===== config.mk =====
export PLATFORM = sky130hd
export DESIGN_NAME = load_store_unit_flat
export DESIGN_NICKNAME = d
export VERILOG_FILES = /design/src/rtl/load_store_unit_if.sv /design/src/rtl/load_store_unit.sv /design/src/flat_wrapper.sv
export SDC_FILE = /design/constraint.sdc
export NUM_CORES = 1
export LEC_CHECK = 0
export BUFFER_PORTS_ARGS = -buffer_cell sky130_fd_sc_hd__buf_2
export CAP_MARGIN = 20
export CORE_MARGIN = 1
export CORE_UTILIZATION = 47
export DETAILED_ROUTE_END_ITERATION = 8
export PLACE_DENSITY = 0.78
export SLEW_MARGIN = 20
export SYNTH_ARGS = -nofsm -noshare
export SYNTH_HDL_FRONTEND = slang
export SYNTH_SLANG_ARGS = --single-unit

===== constraint.sdc =====
create_clock -name clk -period 3.5 [get_ports clk]
set_input_delay 0.35 -clock clk [delete_from_list [all_inputs] [get_ports clk]]
set_output_delay 0.35 -clock clk [all_outputs]
set_load 0.05 [all_outputs]

===== src/rtl/load_store_unit_if.sv =====
// Request/response and data-memory port bundle for load_store_unit.
// master: execute stage plus memory side; slave: the load/store unit.
interface load_store_unit_if #(
   parameter int unsigned ADDR_W = 14
);
   logic              req_valid;
   logic              req_ready;
   logic              req_we;
   logic [1:0]        req_size;
   logic              req_unsigned;
   logic [31:0]       req_addr;
   logic [31:0]       req_wdata;
   logic              resp_valid;
   logic [31:0]       resp_rdata;
   logic              resp_err;
   logic              mem_we;
   logic [ADDR_W-1:0] mem_addr;
   logic [31:0]       mem_wdata;
   logic [31:0]       mem_rdata;

   modport master (
      output req_valid, req_we, req_size, req_unsigned, req_addr, req_wdata, mem_rdata,
      input  req_ready, resp_valid, resp_rdata, resp_err, mem_we, mem_addr, mem_wdata
   );

   modport slave (
      input  req_valid, req_we, req_size, req_unsigned, req_addr, req_wdata, mem_rdata,
      output req_ready, resp_valid, resp_rdata, resp_err, mem_we, mem_addr, mem_wdata
   );
endinterface


===== src/rtl/load_store_unit.sv =====
// Load/store initiator for a word-organised data memory; sub-word stores are read-modify-write.
// Optional misaligned-access trapping is enabled by defining LSU_MISALIGN_TRAP_EN.
module load_store_unit #(
   parameter int unsigned ADDR_W = 14
) (
   input logic              clk,
   input logic              rst,
   load_store_unit_if.slave bus
);
   typedef enum logic [2:0] {IDLE, LOAD, MERGE, WRITE, RESP} state_t;

   state_t            state, state_n;
   logic              we_q, uns_q, err_q;
   logic [1:0]        size_q;
   logic [ADDR_W-1:0] addr_q;
   logic [31:0]       wdata_q, merge_q, rdata_q;
   logic              misalign, illegal;
   logic [7:0]        lane_b;
   logic [15:0]       lane_h;
   logic [31:0]       load_val, merge_val;
   logic              unused_addr_hi;

   // Address bits above the memory size wrap away.
   assign unused_addr_hi = ^bus.req_addr[31:ADDR_W];

`ifdef LSU_MISALIGN_TRAP_EN
   assign misalign = ((bus.req_size == 2'b01) && bus.req_addr[0]) ||
                     ((bus.req_size == 2'b10) && (bus.req_addr[1:0] != 2'b00));
`else
   assign misalign = 1'b0;
`endif
   assign illegal = (bus.req_size == 2'b11) || misalign;

   always_ff @(posedge clk or posedge rst) begin
      if (rst) state <= IDLE;
      else     state <= state_n;
   end

   always_comb begin
      state_n = state;
      case (state)
         IDLE: begin
            if (bus.req_valid) begin
               if (illegal)                   state_n = RESP;
               else if (!bus.req_we)          state_n = LOAD;
               else if (bus.req_size == 2'b10) state_n = WRITE;
               else                           state_n = MERGE;
            end
         end
         LOAD:    state_n = RESP;
         MERGE:   state_n = WRITE;
         WRITE:   state_n = RESP;
         RESP:    state_n = IDLE;
         default: state_n = IDLE;
      endcase
   end

   // Lane selection: halfwords use addr[1] only, so addr[0] is ignored when not trapping.
   always_comb begin
      lane_b    = bus.mem_rdata[{addr_q[1:0], 3'b000} +: 8];
      lane_h    = bus.mem_rdata[{addr_q[1], 4'b0000} +: 16];
      load_val  = bus.mem_rdata;
      merge_val = bus.mem_rdata;
      case (size_q)
         2'b00: begin
            load_val = {{24{~uns_q & lane_b[7]}}, lane_b};
            merge_val[{addr_q[1:0], 3'b000} +: 8] = wdata_q[7:0];
         end
         2'b01: begin
            load_val = {{16{~uns_q & lane_h[15]}}, lane_h};
            merge_val[{addr_q[1], 4'b0000} +: 16] = wdata_q[15:0];
         end
         default: ;
      endcase
   end

   // Response data/error are written only on the way into RESP so they hold between responses.
   always_ff @(posedge clk or posedge rst) begin
      if (rst) begin
         we_q    <= 1'b0;
         uns_q   <= 1'b0;
         size_q  <= '0;
         addr_q  <= '0;
         wdata_q <= '0;
         merge_q <= '0;
         rdata_q <= '0;
         err_q   <= 1'b0;
      end else begin
         case (state)
            IDLE: begin
               if (bus.req_valid) begin
                  we_q    <= bus.req_we;
                  uns_q   <= bus.req_unsigned;
                  size_q  <= bus.req_size;
                  addr_q  <= bus.req_addr[ADDR_W-1:0];
                  wdata_q <= bus.req_wdata;
                  if (illegal) begin
                     rdata_q <= '0;
                     err_q   <= 1'b1;
                  end
               end
            end
            LOAD: begin
               rdata_q <= load_val;
               err_q   <= 1'b0;
            end
            MERGE: merge_q <= merge_val;
            WRITE: begin
               rdata_q <= '0;
               err_q   <= 1'b0;
            end
            default: ;
         endcase
      end
   end

   always_comb begin
      bus.req_ready  = (state == IDLE);
      bus.resp_valid = (state == RESP);
      bus.resp_rdata = rdata_q;
      bus.resp_err   = err_q & (state == RESP);
      bus.mem_we     = (state == WRITE);
      bus.mem_addr   = '0;
      bus.mem_wdata  = '0;
      if ((state == LOAD) || (state == MERGE) || (state == WRITE))
         bus.mem_addr = {addr_q[ADDR_W-1:2], 2'b00};
      if (state == WRITE)
         bus.mem_wdata = (size_q == 2'b10) ? wdata_q : merge_q;
   end

   // we_q is kept for debug visibility of the accepted request type.
   logic unused_we;
   assign unused_we = we_q;
endmodule


===== src/flat_wrapper.sv =====
// flat-port wrapper written by rule: the top's interface ports become plain ports
module load_store_unit_flat 
#(
   parameter int unsigned ADDR_W = 14
)
  (clk, rst, bus_req_valid, bus_req_we, bus_req_size, bus_req_unsigned, bus_req_addr, bus_req_wdata, bus_mem_rdata, bus_req_ready, bus_resp_valid, bus_resp_rdata, bus_resp_err, bus_mem_we, bus_mem_addr, bus_mem_wdata);
  load_store_unit_if #(.ADDR_W(ADDR_W)) bus_i ();
  input logic clk;
  input logic rst;
  input wire logic [$bits(bus_i.req_valid)-1:0] bus_req_valid;
  input wire logic [$bits(bus_i.req_we)-1:0] bus_req_we;
  input wire logic [$bits(bus_i.req_size)-1:0] bus_req_size;
  input wire logic [$bits(bus_i.req_unsigned)-1:0] bus_req_unsigned;
  input wire logic [$bits(bus_i.req_addr)-1:0] bus_req_addr;
  input wire logic [$bits(bus_i.req_wdata)-1:0] bus_req_wdata;
  input wire logic [$bits(bus_i.mem_rdata)-1:0] bus_mem_rdata;
  output wire logic [$bits(bus_i.req_ready)-1:0] bus_req_ready;
  output wire logic [$bits(bus_i.resp_valid)-1:0] bus_resp_valid;
  output wire logic [$bits(bus_i.resp_rdata)-1:0] bus_resp_rdata;
  output wire logic [$bits(bus_i.resp_err)-1:0] bus_resp_err;
  output wire logic [$bits(bus_i.mem_we)-1:0] bus_mem_we;
  output wire logic [$bits(bus_i.mem_addr)-1:0] bus_mem_addr;
  output wire logic [$bits(bus_i.mem_wdata)-1:0] bus_mem_wdata;
  assign bus_i.req_valid = bus_req_valid;
  assign bus_i.req_we = bus_req_we;
  assign bus_i.req_size = bus_req_size;
  assign bus_i.req_unsigned = bus_req_unsigned;
  assign bus_i.req_addr = bus_req_addr;
  assign bus_i.req_wdata = bus_req_wdata;
  assign bus_i.mem_rdata = bus_mem_rdata;
  assign bus_req_ready = bus_i.req_ready;
  assign bus_resp_valid = bus_i.resp_valid;
  assign bus_resp_rdata = bus_i.resp_rdata;
  assign bus_resp_err = bus_i.resp_err;
  assign bus_mem_we = bus_i.mem_we;
  assign bus_mem_addr = bus_i.mem_addr;
  assign bus_mem_wdata = bus_i.mem_wdata;
  load_store_unit #(.ADDR_W(ADDR_W)) u_core (.clk(clk), .rst(rst), .bus(bus_i));
endmodule

Word level (Yosys, flattened, before mapping)
Cells that the tools add are included.
{"block": "word_totals", "register_bits": 117, "latchBits": 0, "ramBits": 0, "rom_bits": 0, "inputBits": 103, "out_inout_bits": 82, "wordCells": 58, "memories": 0}
{"block": "op_classes", "addsub": 2, "n_mul": 0, "div_mod_pow": 0, "magnitude_cmp": 0, "n_eq_ne": 10, "shift": 6, "n_mux": 18, "bitwise_logic": 4, "reduce_logical": 10}
{"operator": "32-bit two-way mux", "count": 4}
{"operator": "32-bit one-hot mux with 2 select lines", "count": 2}
{"operator": "32-bit one-hot mux with 3 select lines", "count": 1}
{"operator": "32-bit bitwise mux", "count": 2}
{"operator": "16-bit by 7-bit variable shift with 32-bit output, first input constant", "count": 1}
{"operator": "8-bit by 7-bit variable shift with 32-bit output, first input constant", "count": 1}
{"operator": "16-bit by 7-bit indexed part select with 32-bit output", "count": 1}
{"operator": "32-bit by 6-bit indexed part select with 16-bit output", "count": 1}
{"operator": "32-bit by 6-bit indexed part select with 8-bit output", "count": 1}
{"operator": "8-bit by 7-bit indexed part select with 32-bit output", "count": 1}
{"operator": "14-bit two-way mux", "count": 1}
{"operator": "5-bit negator with 7-bit output", "count": 2}
{"operator": "3-bit two-way mux", "count": 3}
{"operator": "3-bit one-hot mux with 3 select lines", "count": 1}
{"operator": "2-bit equality test, second input constant", "count": 3}
{"operator": "3-bit by 2-bit equality test with 1-bit output, second input constant", "count": 2}
{"operator": "3-bit AND reduction", "count": 2}
{"operator": "1-bit AND", "count": 3}
{"operator": "3-bit by 1-bit equality test with 1-bit output, second input constant", "count": 1}
{"operator": "3-bit equality test, second input constant", "count": 1}
{"operator": "3-bit zero test", "count": 1}
{"operator": "1-bit two-way mux", "count": 3}
{"operator": "3-bit nonzero test", "count": 1}
{"operator": "2-bit by 1-bit equality test with 1-bit output, second input constant", "count": 1}
{"operator": "other kinds (9)", "count": 10}

Longest topological paths before layout
Gate-level depths: netlist of run 1.
{"block": "logic_depth", "word_depth": 6, "depth_mapped": 9, "mapped_depth_nobuf": 6}

Least setup slack after synthesis of run 1
OpenSTA, ideal clock, no wires.
{"block": "synth_path", "path_type": "flip-flop to output port", "from": "reg u_core.size_q[0]", "to": "out bus_mem_wdata[11]", "arrival_time_ps": 2214, "required_ps": 3150, "setup_slack_ps": 936, "path_stages_with_launch": 7, "n_path_buf": 3, "path_cell_list": "dfrtp_1 clkbuf_1 clkbuf_1 nand2b_1 clkbuf_1 nand2_1 a21oi_1"}
{"block": "synth_between", "elab_chain_len": 3}
{"element": "from (decl)", "line": "load_store_unit.sv:14", "source": "logic [1:0] size_q;"}
{"element": "from (signal assigned)", "line": "load_store_unit.sv:94", "source": "size_q <= bus.req_size;"}
{"element": "2-bit equality test", "line": "load_store_unit.sv:128", "source": "bus.mem_wdata = (size_q == 2'b10) ? wdata_q : merge_q;"}
{"element": "32-bit two-way mux", "line": "load_store_unit.sv:128"}
{"element": "32-bit two-way mux", "line": "load_store_unit.sv:127", "source": "if (state == WRITE)"}
{"element": "to (decl)", "line": "flat_wrapper.sv:23", "source": "output wire logic [$bits(bus_i.mem_wdata)-1:0] bus_mem_wdata;"}
No other way between the ends.

Worst setup path after layout of run 1
{"block": "layout_path", "from": "reg u_core.size_q[1]", "to": "out bus_mem_wdata[13]"}
The elaborated chain is that of the path after synthesis.

==> qor.yml, run 1 <==
yosys:
  synthArstFlopShare: 1.000
  synthSimpleGateAreaFrac: 0.1566
  yosysWarnings: 0
  muxShareOfSynthArea: 0.1028
  synth_area_leaders: "dfrtp_1 46%, mux2_2 9.8%, nand2_1 8.4%"
  synthFlopType: "dfrtp_1"
  synth_common_cells: "142 x nand2_1, 117 x dfrtp_1, 55 x mux2_2"
  synth-seq-cells: 117
  synth_top_area_share: 0.4616
  synth-compound-area-share: 0.2206
  synthXorXnorAreaFrac: 0
  synth_fa_ha_area_frac: 0.009864
  ys_types: 43
  syn-mean-instance-area_um2: 9.410
  synth_edf_count: 0
  seq_area_frac_synth: 0.4616
  synth_most_common_cell: "nand2_1"
  synthCells: 674
  yosys.area.top_type: "dfrtp_1"
  synth.cell_area_mm2: 0.006342
  synth_top_family_by_area: "compound AO/OA/AOI/OAI gates"
routing:
  wl_mm: 18.53
  drtIter0Drc: 621
  firstDrtPassIters: 8
  drc: 0
  vias: 5889
  via_per_inst: 5.877
  post_drt_wl_per_cell_um: 18.49
  antenna_violating_nets_post_route: 0
layout:
  syn_to_final_growth_pct: 23.69
  fin_util: 0.5948
  drive_gt1_frac: 0.3305
  fin_nets: 921
  insertedDiodeCount: 0
  final_area_mm2: 0.007845
sta:
  finalSetupTns_ns: 0
  setup_slack_ns: 0.6648
  relSlewSlack: 0.4823
  rsz0062_at_grt: "false"
  drv_slew: 0
  setup_viol: 0
  min_period_ns: 2.835
  timing_hold_violations_final: 0
  fin_skew_ns: 0.008297
  tightest_slew_ns: 0.7766
  max_freq_ghz: 0.3527
  period_share: 0.8101
power_and_ir_drop:
  power.total_w: 0.008107
  ir_drop_v: 0.0005474
  p_per_area_mw_per_mm2: 1033
  static-leakage-power_nw: 3.723
placed_design:
  dp_hpwl_mm: 12.84
  place_congestion: 0.9532
  io_buffers: 164
  placed_cell_area_mm2: 0.007248
  pre_cts_ws_ns: 1.025
status:
  run_status: "completed"
floorplan:
  core_area_mm2: 0.01319
  chipWidth_um: 118.2
  num_io_pins: 185
  initial_utilization: 0.4808
  rows: 42
  die_height_um: 118.2
  fp.dieArea_mm2: 0.01396
clock_tree:
  path_clk_slew_ns: 0.06
  cts_tree: "yes"
  cts.sinks: 117
  ctsLongestPathBuffers: 2
  cts_root_buf: "clkbuf_16"
  ctsResizeCount: 0
  htreeDepth: 4
  cts_made_buffers: 17
  post_cts_buffers: 0
  clk_latency_ns: 0.43
  ctsHoldBuffers: 0
global_routing:
  grt_pass1_vias: 5540
  antenna_found_initial: 0
  grt_usage: 0.2775
  grt_max_degree: 63
  grt_overflow: 0
  grt_pass1_wl_mm: 29.73
hold_path:
  hold_class: "input port to asynchronous set/reset pin"
critical_path:
  crit_type: "register to output pin"
  start_kind: "register"
  reg2reg_setup_slack_ns: 1.18
  critPathMaxFanout: 18
  critPathArrivalTime_ns: 2.49
  required_ns: 3.15
  worstSetupEndpointType: "output pin"
job:
  maxCapViolCount: 0
==> area by class of cell <==
cell class | instances | area [µm²]
timing repair buffer | 177 | 930.9
tap | 176 | 220.2
fill | 1167 | 5345
multi-input combinational | 490 | 3138
clock inverter | 9 | 100.1
sequential | 117 | 2928
clock buffer | 23 | 488.0
inverter | 10 | 40.04
==> registers in the layout, summed over array words and instances, names as in the netlist <==
| register | cells |
|---|---|
| u_core.uns_q | 1 |
| u_core.addr_q | 14 |
| u_core.state | 3 |
| u_core.bus.resp_rdata | 32 |
| u_core.merge_q | 32 |
| u_core.wdata_q | 32 |
| u_core.err_q | 1 |
| u_core.size_q | 2 |
==> power breakdown <==
part	switching (W)	leakage [nW]	internal [W]
clock	0.000600	0.289	0.00111
sequential	0.000523	1.42	0.00198
combinational	0.00257	2.01	0.00133
total	0.00369	3.72	0.00442
==> worst paths after layout <==
kind / from / depth (start not counted) / endpoint
worst max-delay path: u_core.size_q[1]$_DFFE_PP0P_ / 6 / bus_mem_wdata[13]
worst min-delay path: rst / 2 / u_core.wdata_q[13]$_DFFE_PP0P_
worst max register to register: u_core.addr_q[1]$_DFFE_PP0P_ / 5 / u_core.merge_q[23]$_DFFE_PP0P_
worst min register to register: u_core.bus.resp_rdata[13]$_DFFE_PP0P_ / 2 / u_core.bus.resp_rdata[13]$_DFFE_PP0P_
max in group asynchronous: rst / 3 / u_core.bus.resp_rdata[27]$_DFFE_PP0P_
min in group clk: bus_req_addr[0] / 3 / u_core.addr_q[0]$_DFFE_PP0P_
==> critical path, cell delays in order, from the launching register on <==
cell	delay, ns
dfrtp_1	0.34
inv_1	0.24
nor2_2	0.60
buf_4	0.35
nand2_1	0.08
a21oi_1	0.16
buf_2	0.29
==> cells by family (layout without fill, tap and decap cells) <==
group / count (synthesis) / after routing
flip-flops: 117 / 117
other: 1 / 2
buffers and inverters: 68 / 219
multiplexers: 57 / 57
AND/OR/NAND/NOR: 224 / 224
AO/OA/AOI/OAI: 202 / 202
adder cells (fa/ha/maj): 5 / 5
==> stage by stage <==
step           std cells  hold slack (ns)
2_1_floorplan        675           0.4497
3_3_place_gp         970           0.4615
3_5_place_dp         970           0.4706
4_1_cts             1002           0.1050
5_1_grt             1002           0.1259
6_report            1002          0.08024
==> cell usage in the layout, fill, tap and decap left out, drive strengths merged, types with 2 or more instances in the layout <==
master	netlist	final
buf	14	177
nand2	142	142
dfrtp	117	117
mux2	55	55
o21ai	45	45
a21oi	43	43
nor2	35	35
a22o	24	24
a22oi	23	23
clkbuf	44	23
a221oi	18	18
a222oi	15	15
nand2b	14	14
and2	13	13
inv	10	10
o21a	8	8
nor3	7	7
o211ai	7	7
o221ai	7	7
a211oi	7	7
ha	5	5
clkinv	0	5
and4b	2	2
nor2b	2	2
and3	2	2
a31oi	2	2
conb	1	2
clkinvlp	0	2
bufinv	0	2
nor4bb	2	2
==> layer usage <==
layer / wire, µm / track usage / part of all wire
met1: 7756 / 0.3769 / 0.42
met2: 8310 / 0.3993 / 0.45
met3: 1931 / 0.08880 / 0.10
met4: 531 / 0.1354 / 0.029
met5: 0 / 0 / 0
No activity file was read; power rests on OpenSTA's default activity.
==> run 2, diff against run 1 <==
--- a/config.mk
+++ b/config.mk
@@ -5,12 +5,13 @@
 export SDC_FILE = /design/constraint.sdc
 export NUM_CORES = 1
 export LEC_CHECK = 0
+export ABC_AREA = 1
 export BUFFER_PORTS_ARGS = -buffer_cell sky130_fd_sc_hd__buf_2
 export CAP_MARGIN = 20
 export CORE_MARGIN = 1
-export CORE_UTILIZATION = 47
+export CORE_UTILIZATION = 48
 export DETAILED_ROUTE_END_ITERATION = 8
-export PLACE_DENSITY = 0.78
+export PLACE_DENSITY = 0.79
 export SLEW_MARGIN = 20
 export SYNTH_ARGS = -nofsm -noshare
 export SYNTH_HDL_FRONTEND = slang
==> constraint.sdc (replaced) <==
create_clock -name clk -period 2.45 [get_ports clk]
set_input_delay 0.245 -clock clk [delete_from_list [all_inputs] [get_ports clk]]
set_output_delay 0.245 -clock clk [all_outputs]
set_load 0.05 [all_outputs]
==> qor.yml, run 2 <==
sta:
  drv_slew: 0
  finalSetupTns_ns: 0
  fin_skew_ns: 0.01083
  min_period_ns: 2.330
  setup_viol: 0
  tightest_slew_ns: 0.9141
  period_share: 0.9511
  setup_slack_ns: 0.1198
  hold_slack_ns: 0.04995
  rsz0062_at_grt: "true"
  max_freq_ghz: 0.4291
  relSlewSlack: 0.3892
  timing_hold_violations_final: 0
routing:
  drtIter0Drc: 706
  vias: 6955
  via_per_inst: 5.383
  drc: 0
  wl_mm: 20.95
  firstDrtPassIters: 6
  antenna_violating_nets_post_route: 0
  post_drt_wl_per_cell_um: 16.21
critical_path:
  start_kind: "register"
  worstSetupEndpointType: "output pin"
  rr_worst_depth: 7
  r2r-start: "u_core.addr_q[0]$_DFFE_PP0P_"
  required_ns: 2.20
  critPathMaxFanout: 34
  crit_type: "register to output pin"
  reg2reg_setup_slack_ns: 0.49
  reg2reg_to: "u_core.merge_q[2]$_DFFE_PP0P_"
  critPathArrivalTime_ns: 2.09
global_routing:
  grt_pass1_wl_mm: 33.37
  grt_usage: 0.2988
  grt_max_degree: 70
  antenna_found_initial: 0
  grt_pass1_vias: 6436
  grt_overflow: 0
floorplan:
  fp.dieArea_mm2: 0.01466
  initial_utilization: 0.4904
  num_io_pins: 185
  rows: 43
  core_area_mm2: 0.01388
  chipWidth_um: 121.1
  die_height_um: 121.1
clock_tree:
  path_clk_slew_ns: 0.06
  cts_root_buf: "clkbuf_16"
  htreeDepth: 4
  ctsLongestPathBuffers: 2
  post_cts_buffers: 0
  cts.sinks: 117
  cts_made_buffers: 17
  cts_tree: "yes"
  clk_latency_ns: 0.42
yosys:
  synth_area_leaders: "dfrtp_1 43%, nand2_1 13%, a21oi_1 9.4%"
  synthCells: 955
  synthArstFlopShare: 1.000
  synth_common_cells: "240 x nand2_1, 128 x a21oi_1, 120 x inv_1"
  syn-mean-instance-area_um2: 7.129
  ys_types: 29
  yosysWarnings: 0
  synth_edf_count: 0
  seq_area_frac_synth: 0.4301
  synth_top_area_share: 0.4301
  synth-seq-cells: 117
  synth_most_common_cell: "nand2_1"
  synth.cell_area_mm2: 0.006808
  synthFlopType: "dfrtp_1"
  yosys.area.top_type: "dfrtp_1"
placed_design:
  pre_cts_ws_ns: 0.3072
  io_buffers: 164
  dp_cells: 1262
  place_congestion: 0.9647
  dp_hpwl_mm: 15.50
layout:
  final_common_cell: "nand2_1"
  syn_to_final_growth_pct: 23.95
  final_cell_mix: "240 x nand2_1, 161 x buf_2, 119 x inv_1, 119 x a21oi_1, 116 x dfrtp_1"
  multiInputGateArea_mm2: 0.003196
  drive_gt1_frac: 0.2392
  instances_no_fill: 1292
  regArea_mm2: 0.002929
  insertedDiodeCount: 0
  fin_nets: 1210
  fill_cells: 1278
job:
  maxCapViolCount: 0
hold_path:
  hp-start: "bus_req_wdata[27]"
  worstHoldPathCells: 2
  holdPathEnd: "u_core.wdata_q[27]$_DFFE_PP0P_"
  hold_class: "input port to register"
power_and_ir_drop:
  ir_drop_v: 0.0009434
  power.total_w: 0.01238
  static-leakage-power_nw: 4.677
  p_per_area_mw_per_mm2: 1467
status:
  run_status: "completed"
==> run 2: how the worst max path moves through the flow <==
| stage | cells after the start | endpoint | startpoint |
|---|---|---|---|
| after global routing | 6 | bus_mem_wdata[30] | u_core.size_q[1]$_DFFE_PP0P_ |
| after global placement | 6 | bus_mem_wdata[27] | u_core.size_q[1]$_DFFE_PP0P_ |
| final | 6 | bus_mem_wdata[27] | u_core.size_q[1]$_DFFE_PP0P_ |
| after CTS | 6 | bus_mem_wdata[5] | u_core.size_q[1]$_DFFE_PP0P_ |
| after floorplan | 6 | bus_mem_wdata[22] | u_core.state[2]$_DFFE_PP0P_ |
| after detailed placement | 6 | bus_mem_wdata[27] | u_core.size_q[1]$_DFFE_PP0P_ |
==> run 2: metal layers <==
metal,global-route usage,vias up,wire length [µm]
met5,0,-,0
met1,0.4066,3241,9062
li1,-,3344,-
met2,0.4571,332,9433
met4,0.1088,0,465
met3,0.07801,38,1985
==> run 2: timing repair <==
item / in CTS / in global routing
setup endpoints to repair: 30 / 32
gates resized for setup: 5 / 5
endpoints found under the hold margin: 21 / 0
hold buffers: 1 / 0
==> run 2: layout make-up <==
type / count / share of cell area
clock inverters: 10 / 0.01854
inverters: 127 / 0.05724
repair buffers: 183 / 0.1192
clock buffers: 19 / 0.05249
well taps: 180 / 0.02669
multi-input cells: 656 / 0.3787
flip-flops and latches: 117 / 0.3471
==> run 2: logic make-up (layout without fill, tap and decap cells) <==
| logic type | count (synthesis) | after routing | share of synthesized area |
|---|---|---|---|
| AO/OA/AOI/OAI | 234 | 234 | 0.1744 |
| adder cells (fa/ha/maj) | 5 | 5 | 0.009189 |
| buffers and inverters | 183 | 339 | 0.1075 |
| flip-flops | 117 | 117 | 0.4301 |
| multiplexers | 17 | 17 | 0.02812 |
| other | 1 | 2 | 0.0005508 |
| AND/OR/NAND/NOR | 398 | 398 | 0.2501 |
==> run 2: report_power, final <==
group | total (W) | internal (W) | switching (W)
Clock | 0.00255 | 0.00170 | 0.000852
Combinational | 0.00654 | 0.00178 | 0.00476
Sequential | 0.00329 | 0.00284 | 0.000448
==> run 2: critical path, stage by stage, from the launching register on <==
cell and delay (ns):
dfrtp_2 0.46, inv_2 0.28, nor2_4 0.08, inv_4 0.28
o21ai_0 0.16, a21oi_2 0.12, buf_2 0.27
==> run 2: metrics by stage <==
step             util  area (µm²)
6_report       0.6079        8438
5_1_grt        0.6079        8438
4_1_cts        0.6068        8423
3_5_place_dp   0.5619        7800
3_3_place_gp   0.5619        7800
2_1_floorplan       -        6849
==> run 3, diff against run 2 <==
==> constraint.sdc (replaced) <==
create_clock -name clk -period 2.45 [get_ports clk]
set_input_delay 0.49 -clock clk [delete_from_list [all_inputs] [get_ports clk]]
set_output_delay 0.49 -clock clk [all_outputs]
set_load 0.05 [all_outputs]
==> qor.yml, run 3 (synthesis results as in run 2) <==
status:
  run_status: "completed"
sta:
  drv_slew: 0
  setup_viol: 0
  timing_hold_violations_final: 0
  max_freq_ghz: 0.4171
  period_share: 0.9787
  fin_skew_ns: 0.006951
  min_period_ns: 2.398
  hold_slack_ns: 0.1603
  relSlewSlack: 0.4051
  tightest_slew_ns: 0.8902
layout:
  syn_to_final_growth_pct: 25.49
  final_cell_mix: "239 x nand2_1, 159 x buf_2, 119 x a21oi_1"
  fin_util: 0.6155
  fin_nets: 1210
  insertedDiodeCount: 0
  drive_gt1_frac: 0.2439
  final_common_cell: "nand2_1"
job:
  maxCapViolCount: 0
clock_tree:
  ctsLongestPathBuffers: 2
  cts.sinks: 117
  path_clk_slew_ns: 0.06
  cts_made_buffers: 17
  ctsHoldBuffers: 0
  cts_tree: "yes"
  cts_root_buf: "clkbuf_16"
  htreeDepth: 4
  clk_latency_ns: 0.43
critical_path:
  critPathArrivalTime_ns: 1.91
  cpPeakStageDelay_ns: 0.44
  cp_cell_sequence: "nor2_4, nand2_1, inv_4, clkbuf_16, o21ai_0, a21oi_1, buf_2"
  required_ns: 1.96
  crit_slowest_cell: "dfrtp_2"
  critPathMaxFanout: 16
  rr_worst_depth: 7
  start_kind: "register"
  crit_type: "register to output pin"
  worstSetupEndpointType: "output pin"
routing:
  via_per_inst: 5.446
  vias: 7053
  drtIter0Drc: 779
  firstDrtPassIters: 5
  post_drt_wl_per_cell_um: 16.85
  wl_mm: 21.83
  antenna_violating_nets_post_route: 0
  drc: 0
floorplan:
  num_io_pins: 185
  chipWidth_um: 121.1
  rows: 43
  fp.dieArea_mm2: 0.01466
  die_height_um: 121.1
  initial_utilization: 0.4904
  core_area_mm2: 0.01388
global_routing:
  grt_pass1_wl_mm: 33.29
  grt_pass1_vias: 6474
  antenna_found_initial: 0
  grt_overflow: 0
  grt_max_degree: 118
  grt_usage: 0.2992
power_and_ir_drop:
  p_per_area_mw_per_mm2: 1472
  power.total_w: 0.01258
  static-leakage-power_nw: 4.692
  ir_drop_v: 0.0008116
placed_design:
  place_congestion: 0.9696
  dp_hpwl_mm: 15.35
  io_buffers: 164
hold_path:
  hold_class: "input port to asynchronous set/reset pin"
==> run 3: worst paths after layout <==
kind                                                       start  slack, ns                               endpoint
setup / recovery                     u_core.state[2]$_DFFE_PP0P_       0.05                      bus_mem_wdata[17]
hold / removal                                               rst       0.16         u_core.wdata_q[10]$_DFFE_PP0P_
setup reg to reg                    u_core.addr_q[0]$_DFFE_PP0P_       0.50          u_core.merge_q[4]$_DFFE_PP0P_
hold reg to reg            u_core.bus.resp_rdata[21]$_DFFE_PP0P_       0.47  u_core.bus.resp_rdata[21]$_DFFE_PP0P_
max in group asynchronous                                    rst       1.66         u_core.wdata_q[20]$_DFFE_PP0P_
min in group clk                               bus_req_wdata[17]       0.30         u_core.wdata_q[17]$_DFFE_PP0P_
==> run 3: through the flow <==
stage                     area, µm²  setup WS [ns]  TNS, ns  instances
after global routing           8543       -0.03793  -0.4684       1295
after detailed placement       7810         0.2971        0       1260
after floorplan                6850        0.01311        0        956
after global placement         7810         0.2791        0       1260
after CTS                      8457       0.007261        0       1292
final                          8543        0.05228        0       1295
==> run 3: cell type report <==
class	instances	area, µm²
Clock buffer	20	446.7
Clock inverter	12	177.7
Fill cell	1251	5338
Inverter	127	483.0
Multi-Input combinational cell	656	3203
Sequential cell	117	2930
Tap cell	180	225.2
Timing Repair Buffer	183	1077
==> run 3: critical path, delay by kind of cell, from the launching register on <==
kind | cells | cell delay [ns]
buf+inv | 3 | 0.59
flops | 1 | 0.44
compound gates | 2 | 0.22
simple gates | 2 | 0.22
==> run 3: routing by layer <==
layer  GRT usage  vias up  routed length, µm
met2      0.4661      374               9952
met1      0.4007     3275               9235
met3     0.08036       55               2087
li1            -     3349                  -
met4      0.1034        0                551
met5           0        -                  0
==> run 3: repair_timing <==
| action | in CTS | in global routing |
|---|---|---|
| pin swaps | 0 | 1 |
| cloned | 0 | 3 |
| resized for setup | 8 | 12 |
| setup buffers | 0 | 0 |
| setup endpoints to repair | 32 | 36 |
==> run 3: where the power goes <==
| group | leakage [nW] | total [W] | switching [W] | internal [W] |
|---|---|---|---|---|
| logic | 3.02 | 0.00666 | 0.00481 | 0.00184 |
| registers | 1.38 | 0.00330 | 0.000465 | 0.00284 |
| clock network | 0.293 | 0.00261 | 0.000889 | 0.00173 |
